$ cat src/rtl/cpu_pkg.sv
// ============================================================================
// Module : cpu_pkg
// Brief  : Shared widths, opcode field bounds and fetch FSM encoding for the core.
// Rev    : 1.0
// ============================================================================
`default_nettype none

package cpu_pkg;

    localparam int PC_W       = 32;
    localparam int INSTR_W    = 16;
    localparam int OPCODE_MSB = 15;
    localparam int OPCODE_LSB = 9;

    localparam logic [INSTR_W-1:0] NOP_INSTR = 16'h0000;

    typedef enum logic [0:0] {
        FETCH = 1'b0,
        HOLD  = 1'b1
    } fetch_state_t;

endpackage

`default_nettype wire

$ cat src/rtl/fetch_skid_buf.sv
// ============================================================================
// Module : fetch_skid_buf
// Brief  : One-entry {instr, pc} holding register; clear has priority over load.
// Rev    : 1.0
// ============================================================================
`default_nettype none

module fetch_skid_buf
    import cpu_pkg::*;
#(
    parameter int PC_W_P    = PC_W,
    parameter int INSTR_W_P = INSTR_W
) (
    input  logic                 clk,
    input  logic                 rst_n,
    input  logic                 load_i,
    input  logic                 clear_i,
    input  logic [INSTR_W_P-1:0] instr_i,
    input  logic [PC_W_P-1:0]    pc_i,
    output logic                 valid_o,
    output logic [INSTR_W_P-1:0] instr_o,
    output logic [PC_W_P-1:0]    pc_o
);

    logic                 valid_q;
    logic [INSTR_W_P-1:0] instr_q;
    logic [PC_W_P-1:0]    pc_q;

    always_ff @(posedge clk or negedge rst_n) begin
        if (!rst_n) begin
            valid_q <= 1'b0;
            instr_q <= '0;
            pc_q    <= '0;
        end else if (clear_i) begin
            valid_q <= 1'b0;
        end else if (load_i) begin
            valid_q <= 1'b1;
            instr_q <= instr_i;
            pc_q    <= pc_i;
        end
    end

    assign valid_o = valid_q;
    assign instr_o = instr_q;
    assign pc_o    = pc_q;

endmodule

`default_nettype wire

$ cat src/rtl/fetch_stage.sv
// ============================================================================
// Module : fetch_stage
// Brief  : IF stage plus IF/ID register with stall skid and EX redirect.
//          Optional FETCH_PERF_CNT_EN adds saturating stall/bubble counters.
// Rev    : 1.0
// ============================================================================
`default_nettype none

module fetch_stage
    import cpu_pkg::*;
#(
    parameter int                 PC_W     = cpu_pkg::PC_W,
    parameter int                 INSTR_W  = cpu_pkg::INSTR_W,
    parameter logic [PC_W-1:0]    RESET_PC = '0
) (
    input  logic               clk,
    input  logic               rst_n,
    output logic               imem_req,
    output logic [PC_W-1:0]    imem_addr,
    input  logic               imem_ready,
    input  logic [INSTR_W-1:0] imem_rdata,
    input  logic               stallD,
    input  logic               redirect_valid,
    input  logic [PC_W-1:0]    redirect_pc,
    output logic               id_valid,
    output logic [INSTR_W-1:0] id_instr,
    output logic [PC_W-1:0]    id_pc,
    output logic [PC_W-1:0]    id_pc_next
`ifdef FETCH_PERF_CNT_EN
    ,
    output logic [31:0]        perf_stall_cnt,
    output logic [31:0]        perf_bubble_cnt
`endif
);

    localparam logic [PC_W-1:0] C_PC_ONE = {{(PC_W-1){1'b0}}, 1'b1};

    fetch_state_t       state_q, state_d;
    logic [PC_W-1:0]    pc_q, pc_d;
    logic               id_valid_q, id_valid_d;
    logic [INSTR_W-1:0] id_instr_q, id_instr_d;
    logic [PC_W-1:0]    id_pc_q, id_pc_d;
    logic [PC_W-1:0]    id_pc_next_q, id_pc_next_d;

    logic               w_hit;
    logic               w_skid_load;
    logic               w_skid_clear;
    logic               w_skid_valid;
    logic [INSTR_W-1:0] w_skid_instr;
    logic [PC_W-1:0]    w_skid_pc;
    logic [PC_W-1:0]    w_pc_inc;

    // Request depends only on reset and FSM state, never on stallD.
    assign imem_req  = rst_n && (state_q == FETCH);
    assign imem_addr = pc_q;
    assign w_hit     = imem_req && imem_ready;
    assign w_pc_inc  = pc_q + C_PC_ONE;

    fetch_skid_buf #(
        .PC_W_P    (PC_W),
        .INSTR_W_P (INSTR_W)
    ) u_skid (
        .clk     (clk),
        .rst_n   (rst_n),
        .load_i  (w_skid_load),
        .clear_i (w_skid_clear),
        .instr_i (imem_rdata),
        .pc_i    (pc_q),
        .valid_o (w_skid_valid),
        .instr_o (w_skid_instr),
        .pc_o    (w_skid_pc)
    );

    always_comb begin
        state_d      = state_q;
        pc_d         = pc_q;
        id_valid_d   = id_valid_q;
        id_instr_d   = id_instr_q;
        id_pc_d      = id_pc_q;
        id_pc_next_d = id_pc_next_q;
        w_skid_load  = 1'b0;
        w_skid_clear = 1'b0;

        if (redirect_valid) begin
            pc_d         = redirect_pc;
            id_valid_d   = 1'b0;
            w_skid_clear = 1'b1;
            state_d      = FETCH;
        end else if (stallD) begin
            // Word returned during a stall parks in the skid so nothing is refetched.
            if (w_hit) begin
                w_skid_load = 1'b1;
                pc_d        = w_pc_inc;
                state_d     = HOLD;
            end
        end else if (w_skid_valid) begin
            id_valid_d   = 1'b1;
            id_instr_d   = w_skid_instr;
            id_pc_d      = w_skid_pc;
            id_pc_next_d = w_skid_pc + C_PC_ONE;
            w_skid_clear = 1'b1;
            state_d      = FETCH;
        end else if (w_hit) begin
            id_valid_d   = 1'b1;
            id_instr_d   = imem_rdata;
            id_pc_d      = pc_q;
            id_pc_next_d = w_pc_inc;
            pc_d         = w_pc_inc;
        end else begin
            id_valid_d   = 1'b0;
        end
    end

    always_ff @(posedge clk or negedge rst_n) begin
        if (!rst_n) begin
            state_q      <= FETCH;
            pc_q         <= RESET_PC;
            id_valid_q   <= 1'b0;
            id_instr_q   <= NOP_INSTR;
            id_pc_q      <= '0;
            id_pc_next_q <= '0;
        end else begin
            state_q      <= state_d;
            pc_q         <= pc_d;
            id_valid_q   <= id_valid_d;
            id_instr_q   <= id_instr_d;
            id_pc_q      <= id_pc_d;
            id_pc_next_q <= id_pc_next_d;
        end
    end

    assign id_valid   = id_valid_q;
    assign id_instr   = id_instr_q;
    assign id_pc      = id_pc_q;
    assign id_pc_next = id_pc_next_q;

`ifdef FETCH_PERF_CNT_EN
    logic [31:0] perf_stall_q;
    logic [31:0] perf_bubble_q;
    logic        w_stall_evt;
    logic        w_bubble_evt;

    assign w_stall_evt  = stallD && !redirect_valid;
    assign w_bubble_evt = redirect_valid ||
                          (!stallD && !w_skid_valid && !w_hit);

    always_ff @(posedge clk or negedge rst_n) begin
        if (!rst_n) begin
            perf_stall_q  <= '0;
            perf_bubble_q <= '0;
        end else begin
            if (w_stall_evt && (perf_stall_q != 32'hFFFF_FFFF)) begin
                perf_stall_q <= perf_stall_q + 32'd1;
            end
            if (w_bubble_evt && (perf_bubble_q != 32'hFFFF_FFFF)) begin
                perf_bubble_q <= perf_bubble_q + 32'd1;
            end
        end
    end

    assign perf_stall_cnt  = perf_stall_q;
    assign perf_bubble_cnt = perf_bubble_q;
`endif

endmodule

`default_nettype wire

$ cat config.mk
export PLATFORM = sky130hd
export DESIGN_NAME = fetch_stage
export DESIGN_NICKNAME = d
export VERILOG_FILES = /design/src/rtl/cpu_pkg.sv /design/src/rtl/fetch_skid_buf.sv /design/src/rtl/fetch_stage.sv
export SDC_FILE = /design/constraint.sdc
export NUM_CORES = 1
export LEC_CHECK = 0
export BUFFER_PORTS_ARGS = -buffer_cell sky130_fd_sc_hd__buf_2
export CAP_MARGIN = 15
export CORE_ASPECT_RATIO = 1.25
export CORE_MARGIN = 1.5
export CORE_UTILIZATION = 60
export CTS_CLUSTER_SIZE = 20
export DETAILED_ROUTE_END_ITERATION = 8
export PLACE_DENSITY = 0.86
export SYNTH_ARGS = -nofsm -noshare
export SYNTH_HDL_FRONTEND = slang
export SYNTH_SLANG_ARGS = --single-unit
$ cat constraint.sdc
create_clock -name clk -period 4.7 [get_ports clk]
set_input_delay 0.47 -clock clk [delete_from_list [all_inputs] [get_ports clk]]
set_output_delay 0.47 -clock clk [all_outputs]
set_load 0.02 [all_outputs]
# Word level (Yosys, flattened, before mapping)
# Cells that the tools add are included.
# word_totals
reg_bits	163
output_inout_bits	114
# classes
n_addsub	2
mux	25
n_eq_ne	3
reduce_logical	8
bitwise	4
# op_table
operator	count
32-bit 2-to-1 mux	8
32-bit by 1-bit adder with 32-bit output (second input constant)	2
16-bit 2-to-1 mux	2
1-bit 2-to-1 mux	15
1-bit NOT	4
2-bit AND reduction	2
2-bit nonzero test	2
3-bit by 1-bit != test with 1-bit output (second input constant)	1
3-bit != test (second input constant)	1
3-bit AND reduction	1
3-bit nonzero test	1
1-bit logical AND	2
2-bit by 1-bit != test with 1-bit output (second input constant)	1

# Depth between registers and ports, before layout
# Gate-level depths: netlist (run 1).
# logic_depth
ltp_word	8
depth_mapped	8
mapped_depth_nobuf	6

# Hierarchy
# A second synthesis (run 1) with hierarchy kept.
# unflattened
cells_unflattened	855
hier_area_um2	8693.3
# modules_own_cells
mod	n_inst	cells_each	area_each_um2
fetch_stage	1	750	6764.0
fetch_skid_buf	1	105	1929.4

# Least setup slack after synthesis (run 1)
# OpenSTA, ideal clock, no wires.
# synth_timing
path_kind	flip-flop to flip-flop
start	register pc_q[0], in the netlist imem_addr[0]
end	register pc_q[22], in the netlist imem_addr[22]
stages_incl_launch_ff	9
period_less_slack_ns	2.380
t_arrival_ns	2.250
path_slack_ns	2.320
setup_time_ns	0.131
required_time_ns	4.569
cell_sequence	dfrtp_1 -> ha_1 -> nand3_2 -> or4_1 -> buf_2 -> buf_4 -> nor3_1 -> xnor2_1 -> o21ai_1
# synth_between
elab_chain_len	5
# synth_lines
element	line_no	rtl
from (decl)	fetch_stage.sv:39	logic [PC_W-1:0] pc_q, pc_d;
from (signal assigned)	fetch_stage.sv:124	pc_q <= pc_d;
32-bit by 1-bit adder with 32-bit output (*)	fetch_stage.sv:57	assign w_pc_inc = pc_q + C_PC_ONE;
32-bit 2-to-1 mux (*)	fetch_stage.sv:91, fetch_stage.sv:103	
32-bit 2-to-1 mux	fetch_stage.sv:96	end else if (w_skid_valid) begin
32-bit 2-to-1 mux (*)	fetch_stage.sv:89	end else if (stallD) begin
32-bit 2-to-1 mux (*)	fetch_stage.sv:84	if (redirect_valid) begin
# Every way passes the cells marked *; elsewhere a longest branch is shown, timed or not. The select of a mux whose other input is x is not followed.
# A chain may end at the register's enable or synchronous reset.

# Worst setup path in the final report (run 1)
# layout_timing
start	register u_skid.valid_q, in the netlist u_skid.valid_o
end	register id_pc_next_q[25], in the netlist id_pc_next[25]
# layout_between
elab_chain_len	2
elab_cells_between_ends	3
# layout_lines
element	line_no	rtl
from (decl)	fetch_skid_buf.sv:25	logic valid_q;
from (signal assigned)	fetch_skid_buf.sv:31	valid_q <= 1'b0;
from (signal assigned)	fetch_skid_buf.sv:35	valid_q <= 1'b0;
from (signal assigned)	fetch_skid_buf.sv:37	valid_q <= 1'b1;
2-bit nonzero test (no line)	n/a	
3-bit AND reduction (no line)	n/a	
to (signal assigned)	fetch_stage.sv:128	id_pc_next_q <= id_pc_next_d;
to (decl)	fetch_stage.sv:43	logic [PC_W-1:0] id_pc_next_q, id_pc_next_d;
# Several ways; a longest one is shown, not always the timed one.

==> key figures, run 1 <==
Final layout
  • Share of cells above drive strength 1: 0.263
  • Nets: approximately 1000
  • Fin cells: between 1000 and 1500
  • Area Growth Syn to Fin: 17.7%
  • Most frequent cells in the layout: buf_2 (165), dfrtp_1 (162), nand2_1 (143), o21ai_0 (95), xnor2_1 (55)
  • Core Util, Final: 0.718
  • # diodes: 0
  • Commonest non-fill, non-tap cell in the layout: buf_2

Logic synthesis
  • Synth top area share: 0.486
  • Sequential fraction of the synthesis area: 0.486
  • Synth async-reset ratio: 1.00
  • Number of flops mapped to enable cells by yosys: 0
  • Synth Net Count: just over 900
  • Synthesized instance count: 864
  • Main synth FF type: dfrtp_1
  • Post-synthesis register bit count: 163
  • Mapped Area: 0.00840 mm2
  • Count of different cell masters after synthesis: 49
  • Top post-synthesis cells by area: dfrtp_1 (49%), mux2i_1 (6.4%), nand2_1 (6.4%)
  • Cell taking the most area after synthesis: dfrtp_1
  • Total of warnings raised by yosys: 0
  • Post-Syn Area per Cell: slightly below 10 um2

Status
  • Status: complete, no violations

Floorplanning
  • Core ar.: about 0.014 mm2
  • Starting Density: 0.611
  • Rows: 48
  • Die height: about 140 um
  • Die W: roughly 110 um
  • Die area: 0.0147 mm2
  • Io pins: 167

Detailed routing
  • Vias per cell: 6.05
  • DR pass1 iterations: 7
  • Initial DRC count: 615
  • Drt drc: 0
  • Routed len/inst: ~18 um
  • Total number of vias: roughly 7100
  • Final wirelength: 21.5 mm
  • ANT nets after route: 0

STA
  • Setup TNS: 0 ns
  • Tmin final: between 3 and 4 ns
  • Setup Skew: between 0.01 and 0.015 ns
  • Final WS setup: 1.58 ns
  • Fin. Hold Viols: 0
  • F_max: roughly 320 MHz
  • Max-Slew Margin vs Limit: 0.265
  • Unrepaired setup endpoints after global routing: false
  • Worst slew pin tran: 1.10 ns
  • Final critical-path share of the clock period: 0.663
  • Slew Limit Fails: 0
  • Finish-stage setup viols: 0

Setup path
  • Arrival @ worst endpoint: 3.48 ns
  • Sequence of cells on the critical path: inv_1, a21boi_1, buf_4, nand2_1, a21oi_1, a221o_1
  • Critical Path Fanout Max: 59
  • CP peak stage delay: ~1.1 ns
  • Critical Path Start Type: register
  • CP max-delay cell: dfrtp_4
  • Critical path class: register to register
  • Reg2reg path depth: 6
  • Req. time, crit path: 5.06 ns
  • Endpoint class of the critical path: register

Global route
  • Largest net degree at the start of global routing: 71
  • Initial antenna violation count: 0
  • Vias in the first global route: 6827
  • Total track usage: 0.301
  • First-pass GRT wire length: 34.5 mm
  • Remaining global-route overflow: 0

Run
  • Max-cap violation count: 0

Clocking
  • Deepest level of the CTS H-tree: 4
  • Clock Sinks: 163
  • Setup Fix Bufs, Post-CTS: 0
  • CTS Buffer Depth: 2
  • Cts repair resizes: 0
  • CTS tree: built
  • Clk Latency, worst-skew pair: 0.43 ns
  • Clock transition at the registers of the reported paths: 0.07 ns
  • Cts hold-fix bufs: 1
  • Root Buffer: clkbuf_16
  • TritonCTS Buffers: 17

Place
  • Post-DP HPWL: roughly 14 mm
  • DP Worst Slack: 1.67 ns
  • GP Congestion: 0.864
  • Port Buffers: 166
  • Post-placement cell count: around 1100

Power and ir drop
  • Cell Pwr Density: 454 mW/mm2
  • Power Total: about 4500 uW
  • Max VDD drop: 0.254 mV
  • Leak pwr: approximately 0.0043 uW

Hold path
  • Hold Path Class: input port to register
  • WHS Path Cells: 3
[cell usage after synthesis (7+ instances only)]
library cell	instances
o221ai_1	7
a21oi_1	12
xor2_1	23
o21ai_1	10
nor2_1	35
o21ai_0	96
mux2_2	43
mux2i_1	54
nor4_1	22
nor3_1	25
xnor2_1	55
clkbuf_1	52
nand4_1	16
dfrtp_1	163
nand3_1	17
nand2_1	143
buf_2	10
inv_1	14
[path summary, 6_finish.rpt]
check,startpoint,to,slack (ns)
worst max-delay path,u_skid.valid_o,id_pc_next[25],1.58
worst min-delay path,redirect_pc[16],imem_addr[16],0.25
worst max register to register,u_skid.valid_o,id_pc_next[25],1.58
worst min register to register,id_pc[24],id_pc[24],0.48
max in group asynchronous,rst_n,u_skid.pc_o[24],2.27
min in group asynchronous,rst_n,u_skid.valid_o,0.54
[worst max-delay path, delay by kind of cell, from the launching register on]
family                 cells  cell delay, ns
DFF                        1            1.08
buffers and inverters      2            0.96
AOI/OAI and AO/OA          3            0.71
and+or+nand+nor            1            0.30
[report_power, final]
| part | internal (uW) | switching (uW) | leakage [uW] | total [uW] |
|---|---|---|---|---|
| logic | 421 | 621 | 0.00197 | 1040 |
| registers | 1710 | 329 | 0.00203 | 2040 |
| clock network | 773 | 631 | 0.000294 | 1400 |
[layer usage]
layer	GRT usage	share of wire	vias to the layer above
met5	0	0	-
met4	0.132	0.036	0
met3	0.0515	0.071	58
met2	0.477	0.49	308
met1	0.408	0.41	3483
li1	-	-	3265
[kinds of logic after synthesis]
family,count (synthesis),synth area share
compound gates,153,0.104
xor+xnor,78,0.0813
fa+ha+maj,2,0.00298
buf+inv,85,0.0419
flops,163,0.486
mux,97,0.122
simple gates,286,0.162
[stage by stage]
stage	hold WS, ns	area, um2
finish	0.249	9880
floorplan	0.174	8400
global route	0.253	9880
CTS	0.246	9880
global placement	0.428	9240
detailed placement	0.428	9270
[layout make-up]
type / count / area (um2)
clock inverter: 14 / 163
inverter: 14 / 52.6
clock buffer: 18 / 439
multi-input combinational: 616 / 3990
tap: 175 / 219
timing repair buffer: 176 / 935
sequential: 163 / 4080
fill: 987 / 3870
[flip-flops by register name, indices dropped and copies added, names as in the netlist]
name	flops
state_q	1
id_instr	16
imem_addr	32
u_skid.instr_o	16
id_valid	1
u_skid.pc_o	32
id_pc_next	32
id_pc	32
u_skid.valid_o	1
No activity file was read; power rests on OpenSTA's default activity.
==> inputs of run 2 (changes only) <==
ABC_AREA = 1   (was default)
CORE_UTILIZATION = 50   (was 60)
PLACE_DENSITY = 0.76   (was 0.86)
clock period = 2.5 ns   (was 4.7 ns; I/O delays follow)
==> key figures, run 2 <==
Detailed routing
  • Initial DRC count: 754
  • Vias per cell: 5.45
  • Routed len/inst: roughly 17 um
  • Drt drc: 0
  • ANT nets after route: 0
  • Final wirelength: between 20 and 30 mm
  • DR pass1 iterations: 6
  • Total number of vias: 8493

Clocking
  • Cts repair resizes: 0
  • Deepest level of the CTS H-tree: 4
  • TritonCTS Buffers: 17
  • Clock transition at the registers of the reported paths: 0.06 ns
  • Root Buffer: clkbuf_16
  • CTS tree: built
  • Setup Fix Bufs, Post-CTS: 0
  • Cts hold-fix bufs: 0
  • Clock Sinks: 163
  • CTS Buffer Depth: 2
  • Clk Latency, worst-skew pair: 0.43 ns

Logic synthesis
  • Synth top area share: 0.476
  • Most common cell in the netlist: nand2_1
  • Synthesized instance count: 1180
  • Number of flops mapped to enable cells by yosys: 0
  • Post-Syn Area per Cell: 7.27 um2
  • Total of warnings raised by yosys: 0
  • Mapped Area: 0.00858 mm2
  • Synth Net Count: around 1200
  • Count of different cell masters after synthesis: 32
  • Sequential fraction of the synthesis area: 0.476
  • Top post-synthesis cells by area: dfrtp_1 (48%), nand2_1 (22%), nor2_1 (6.0%)
  • Main synth FF type: dfrtp_1
  • Synth async-reset ratio: 1.00
  • Synth top cells by count: nand2_1 (494), dfrtp_1 (163), nor2_1 (138)
  • Cell taking the most area after synthesis: dfrtp_1
  • Post-synthesis register bit count: 163

Setup path
  • CP peak stage delay: 0.60 ns
  • Critical Path Fanout Max: 7
  • Critical Path Start Type: register
  • Endpoint class of the critical path: register
  • Sequence of cells on the critical path: nand2_1, nor2_1, nand2_1, nor2_2, xnor2_1, nand2_1, nand3_1, nand2_1
  • CP max-delay cell: dfrtp_1
  • Buf/Inv on CP: 0
  • Crit path top cell by count: nand2_1
  • Top delay family on crit path: simple AND/OR/NAND/NOR gates
  • Critical path class: register to register
  • Arrival @ worst endpoint: 2.42 ns
  • Req. time, crit path: 2.81 ns

Final layout
  • Most frequent cells in the layout: nand2_1 (494), buf_2 (165), dfrtp_1 (162), nor2_1 (136), inv_1 (68)
  • Fillers: 1579
  • Nets: 1382
  • Post-route design area: 0.0102 mm2
  • # diodes: 0
  • Area Growth Syn to Fin: 18.7%
  • Share of cells above drive strength 1: 0.170
  • Core Util, Final: 0.607
  • Commonest non-fill, non-tap cell in the layout: nand2_1

STA
  • Slew Limit Fails: 0
  • Tmin final: 2.11 ns
  • F_max: around 470 MHz
  • Setup Skew: slightly above 0.009 ns
  • Min Hold Slack: -0.0169 ns
  • Worst slew pin tran: 0.890 ns
  • Unrepaired setup endpoints after global routing: false
  • Max-Slew Margin vs Limit: 0.407
  • Fin. Hold Viols: 20
  • Finish-stage setup viols: 0
  • Final critical-path share of the clock period: 0.844
  • Setup TNS: 0 ns

Floorplanning
  • Die area: 0.0180 mm2
  • Core ar.: 0.0168 mm2
  • Rows: 53
  • Io pins: 167
  • Die W: roughly 120 um
  • Die height: 149 um
  • Starting Density: 0.511

Power and ir drop
  • Leak pwr: 0.00499 uW
  • Max VDD drop: 0.518 mV
  • Cell Pwr Density: 841 mW/mm2

Status
  • Status: finished with violations
  • Failing checks: hold timing

Global route
  • Initial antenna violation count: 0
  • Vias in the first global route: approximately 8000
  • Remaining global-route overflow: 0
  • First-pass GRT wire length: roughly 42 mm
  • Largest net degree at the start of global routing: 164
  • Total track usage: 0.302

Place
  • Port Buffers: around 170
  • Post-DP HPWL: approximately 18 mm
  • Area after DPL: 0.00960 mm2
  • GP Congestion: 1.03

Hold path
  • Hold Path Class: input port to asynchronous set/reset pin

Run
  • Max-cap violation count: 0
==> run 2: cell types whose count changed after synthesis, sizes merged, moves of 44 or more <==
cell	change
a31oi	+44
nand2	+353
o21ai	-51
nand3	+44
inv	+57
xnor2	-48
mux2i	-54
nor2	+112
==> run 2: cell families (layout without fill, tap and decap cells) <==
family / count (synthesis) / in the layout / synth area share
AND/OR/NAND/NOR: 723 / 723 / 0.337
adder cells (fa/ha/maj): 2 / 2 / 0.00292
flip-flops: 163 / 163 / 0.476
AO/OA/AOI/OAI: 143 / 143 / 0.101
buffers and inverters: 124 / 282 / 0.0579
XOR/XNOR: 25 / 25 / 0.0255
==> run 2: layer usage <==
metal | routed length [um] | vias to the layer above | GRT usage | part of all wire
met2 | 12800 | 397 | 0.491 | 0.49
met1 | 10800 | 3961 | 0.402 | 0.41
met5 | 0 | - | 0 | 0
met3 | 1980 | 57 | 0.0438 | 0.075
li1 | - | 4078 | - | -
met4 | 857 | 0 | 0.135 | 0.032
==> run 2: stage by stage <==
stage               setup slack, ns  power (uW)  std cells
floorplan                     0.741        5070       1180
global placement              0.468        5940       1528
detailed placement            0.436        5980       1528
CTS                           0.418        8590       1558
global route                  0.274        9000       1558
finish                        0.390        8560       1558
==> run 2: path summary, 6_finish.rpt <==
path                                     end              start  slack, ns  cells past startpoint
setup / recovery              id_pc_next[13]      imem_addr[11]       0.39                      8
hold reg to reg            u_skid.instr_o[8]  u_skid.instr_o[8]       0.47                      2
hold / removal                 id_pc_next[5]              rst_n      -0.02                      2
setup reg to reg              id_pc_next[13]      imem_addr[11]       0.39                      8
min in group clk           u_skid.instr_o[4]      imem_rdata[4]       0.03                      3
max in group asynchronous          id_pc[26]              rst_n       1.85                      2
==> run 2: area by class of cell <==
class / count / area (um2) / area share
Multi-Input combinational cell: 893 / 4010 / 0.394
Clock inverter: 9 / 105 / 0.0103
Tap cell: 220 / 275 / 0.0270
Clock buffer: 21 / 470 / 0.0462
Inverter: 72 / 270 / 0.0266
Timing Repair Buffer: 180 / 967 / 0.0950
Sequential cell: 163 / 4080 / 0.401
==> run 2: report_power, final <==
group	internal, uW	total (uW)	leakage (uW)	switching [uW]
registers	3210	3770	0.00197	557
logic	752	2190	0.00274	1440
clock network	1540	2600	0.000285	1060
total	5500	8560	0.00499	3060
==> inputs of run 3 (changes only) <==
CORE_UTILIZATION = 56   (was 50)
PLACE_DENSITY = 0.81   (was 0.76)
clock period = 2 ns   (was 2.5 ns; I/O delays follow)
==> key figures, run 3 (same netlist as run 2, synthesis figures left out) <==
Setup path
  • Endpoint class of the critical path: register
  • Arrival @ worst endpoint: 2.19 ns
  • Critical Path Fanout Max: 46
  • Critical Path Start Type: input port
  • Critical path class: input port to register
  • Req. time, crit path: 2.29 ns

STA
  • Setup TNS: 0 ns
  • Finish-stage setup viols: 0
  • Worst slew pin tran: 0.954 ns
  • Min Hold Slack: approximately 0.00035 ns
  • F_max: 526 MHz
  • Final critical-path share of the clock period: 0.951
  • Setup Skew: between 0.01 and 0.015 ns
  • Fin. Hold Viols: 0
  • Slew Limit Fails: 0
  • Tmin final: 1.90 ns
  • Max-Slew Margin vs Limit: 0.364

Detailed routing
  • DR pass1 iterations: 6
  • Total number of vias: 8866
  • Vias per cell: roughly 5.6
  • Drt drc: 0
  • Routed len/inst: 17.6 um
  • ANT nets after route: 0
  • Final wirelength: 27.7 mm
  • Initial DRC count: roughly 840

Clocking
  • CTS Buffer Depth: 2
  • Clock transition at the registers of the reported paths: 0.07 ns
  • Root Buffer: clkbuf_16
  • Clk Latency, worst-skew pair: 0.44 ns
  • CTS tree: built
  • Clock Sinks: 163
  • Deepest level of the CTS H-tree: 4
  • TritonCTS Buffers: 17

Run
  • Max-cap violation count: 0

Final layout
  • # diodes: 0
  • Post-route design area: 0.0106 mm2
  • Most frequent cells in the layout: nand2_1 (492), buf_2 (165), dfrtp_1 (161), nor2_1 (132), inv_1 (67)
  • Fillers: about 1200
  • Nets: 1436
  • Register Area: 0.00408 mm2
  • Area of the multi-input gates: 0.00404 mm2
  • Area Growth Syn to Fin: 24.1%
  • Share of cells above drive strength 1: 0.197
  • Commonest non-fill, non-tap cell in the layout: nand2_1

Power and ir drop
  • Cell Pwr Density: 1010 mW/mm2
  • Leak pwr: 0.00525 uW
  • Max VDD drop: 0.659 mV

Place
  • Port Buffers: 166
  • Area after DPL: 0.00986 mm2
  • GP Congestion: 0.974
  • Post-DP HPWL: 19.1 mm

Floorplanning
  • Starting Density: 0.574
  • Rows: 50
  • Io pins: roughly 170
  • Die W: 114 um
  • Die height: 141 um
  • Core ar.: 0.0150 mm2
  • Die area: 0.0161 mm2

Global route
  • M3 GR Usage: 0.0504
  • First-pass GRT wire length: approximately 43 mm
  • Vias in the first global route: between 8000 and 9000
  • Largest net degree at the start of global routing: 94
  • Total track usage: 0.351
  • GR Layer Usage met1: 0.460
  • Remaining global-route overflow: 0
  • Most Used Layer, Global Route: met2
  • Initial antenna violation count: 0
  • GR Util met2: 0.570

Status
  • Status: complete, no violations

Hold path
  • Hold Path Class: input port to register
## run 3: cell types whose count changed in the layout (fill, tap and decap cells not counted), moves of 2 or more
cell / before / now
buf_12: 2 / 4
buf_4: 12 / 47
clkinv_2: 4 / 2
clkinvlp_4: 1 / 4
dlygate4sd3_1: 0 / 15
nand2_1: 494 / 492
nand2_2: 2 / 4
nor2_1: 136 / 132
nor2_4: 3 / 6
## run 3: final cells by class
type | count | area share
inverters | 72 | 0.0254
repair buffers | 234 | 0.137
clock buffers | 20 | 0.0429
well taps | 182 | 0.0214
flip-flops and latches | 163 | 0.384
multi-input cells | 893 | 0.380
clock inverters | 11 | 0.00988
## run 3: worst max-delay path, stage by stage
cell and delay [ns]:
dlygate4sd3_1 0.54, buf_6 0.12, inv_1 0.06, nor2_1 0.16
nand2_2 0.11, nand2_1 0.09, inv_2 0.05, nor3_4 0.17
buf_4 0.20, buf_8 0.31, a31oi_1 0.15
## run 3: worst paths after layout
path,from,endpoint,cells past startpoint,slack [ns]
max,rst_n,id_instr[14],11,0.1
max in group asynchronous,rst_n,id_instr[5],4,0.49
min in group asynchronous,rst_n,id_pc[13],3,0.43
max reg2reg,imem_addr[1],id_pc_next[20],10,0.11
min reg2reg,u_skid.instr_o[3],u_skid.instr_o[3],2,0.47
min,imem_rdata[2],u_skid.instr_o[2],3,0.0004
## run 3: power breakdown
group / internal, uW / leakage (uW) / switching [uW] / total [uW]
logic: 1050 / 0.00302 / 1930 / 2980
clock network: 1780 / 0.000265 / 1380 / 3160
registers: 4010 / 0.00197 / 607 / 4620
total: 6840 / 0.00525 / 3920 / 10800
## run 3: per-layer routing
layer  up-vias  wire length, um  share of wire
met2       425            13200           0.48
met4         0             1070          0.039
met1      4196            11200           0.41
li1       4174                -              -
met5         -                0              0
met3        71             2180          0.079
## run 3: what timing repair did
action                                  CTS  global route
hold buffers                             15             0
endpoints found under the hold margin    55             0
resized for setup                         0            14
endpoints found under the setup margin    0            46
setup buffers                             0             2
## run 3: stage by stage
step                       util  setup WS (ns)  total power (uW)  instances
after global placement    0.660          0.134              7500       1526
after global routing      0.712       -0.00763             11300       1575
after detailed placement  0.660         0.0952              7570       1526
final                     0.712         0.0990             10800       1575
after floorplan               -          0.241              6330       1180
after CTS                 0.707         0.0545             10700       1572
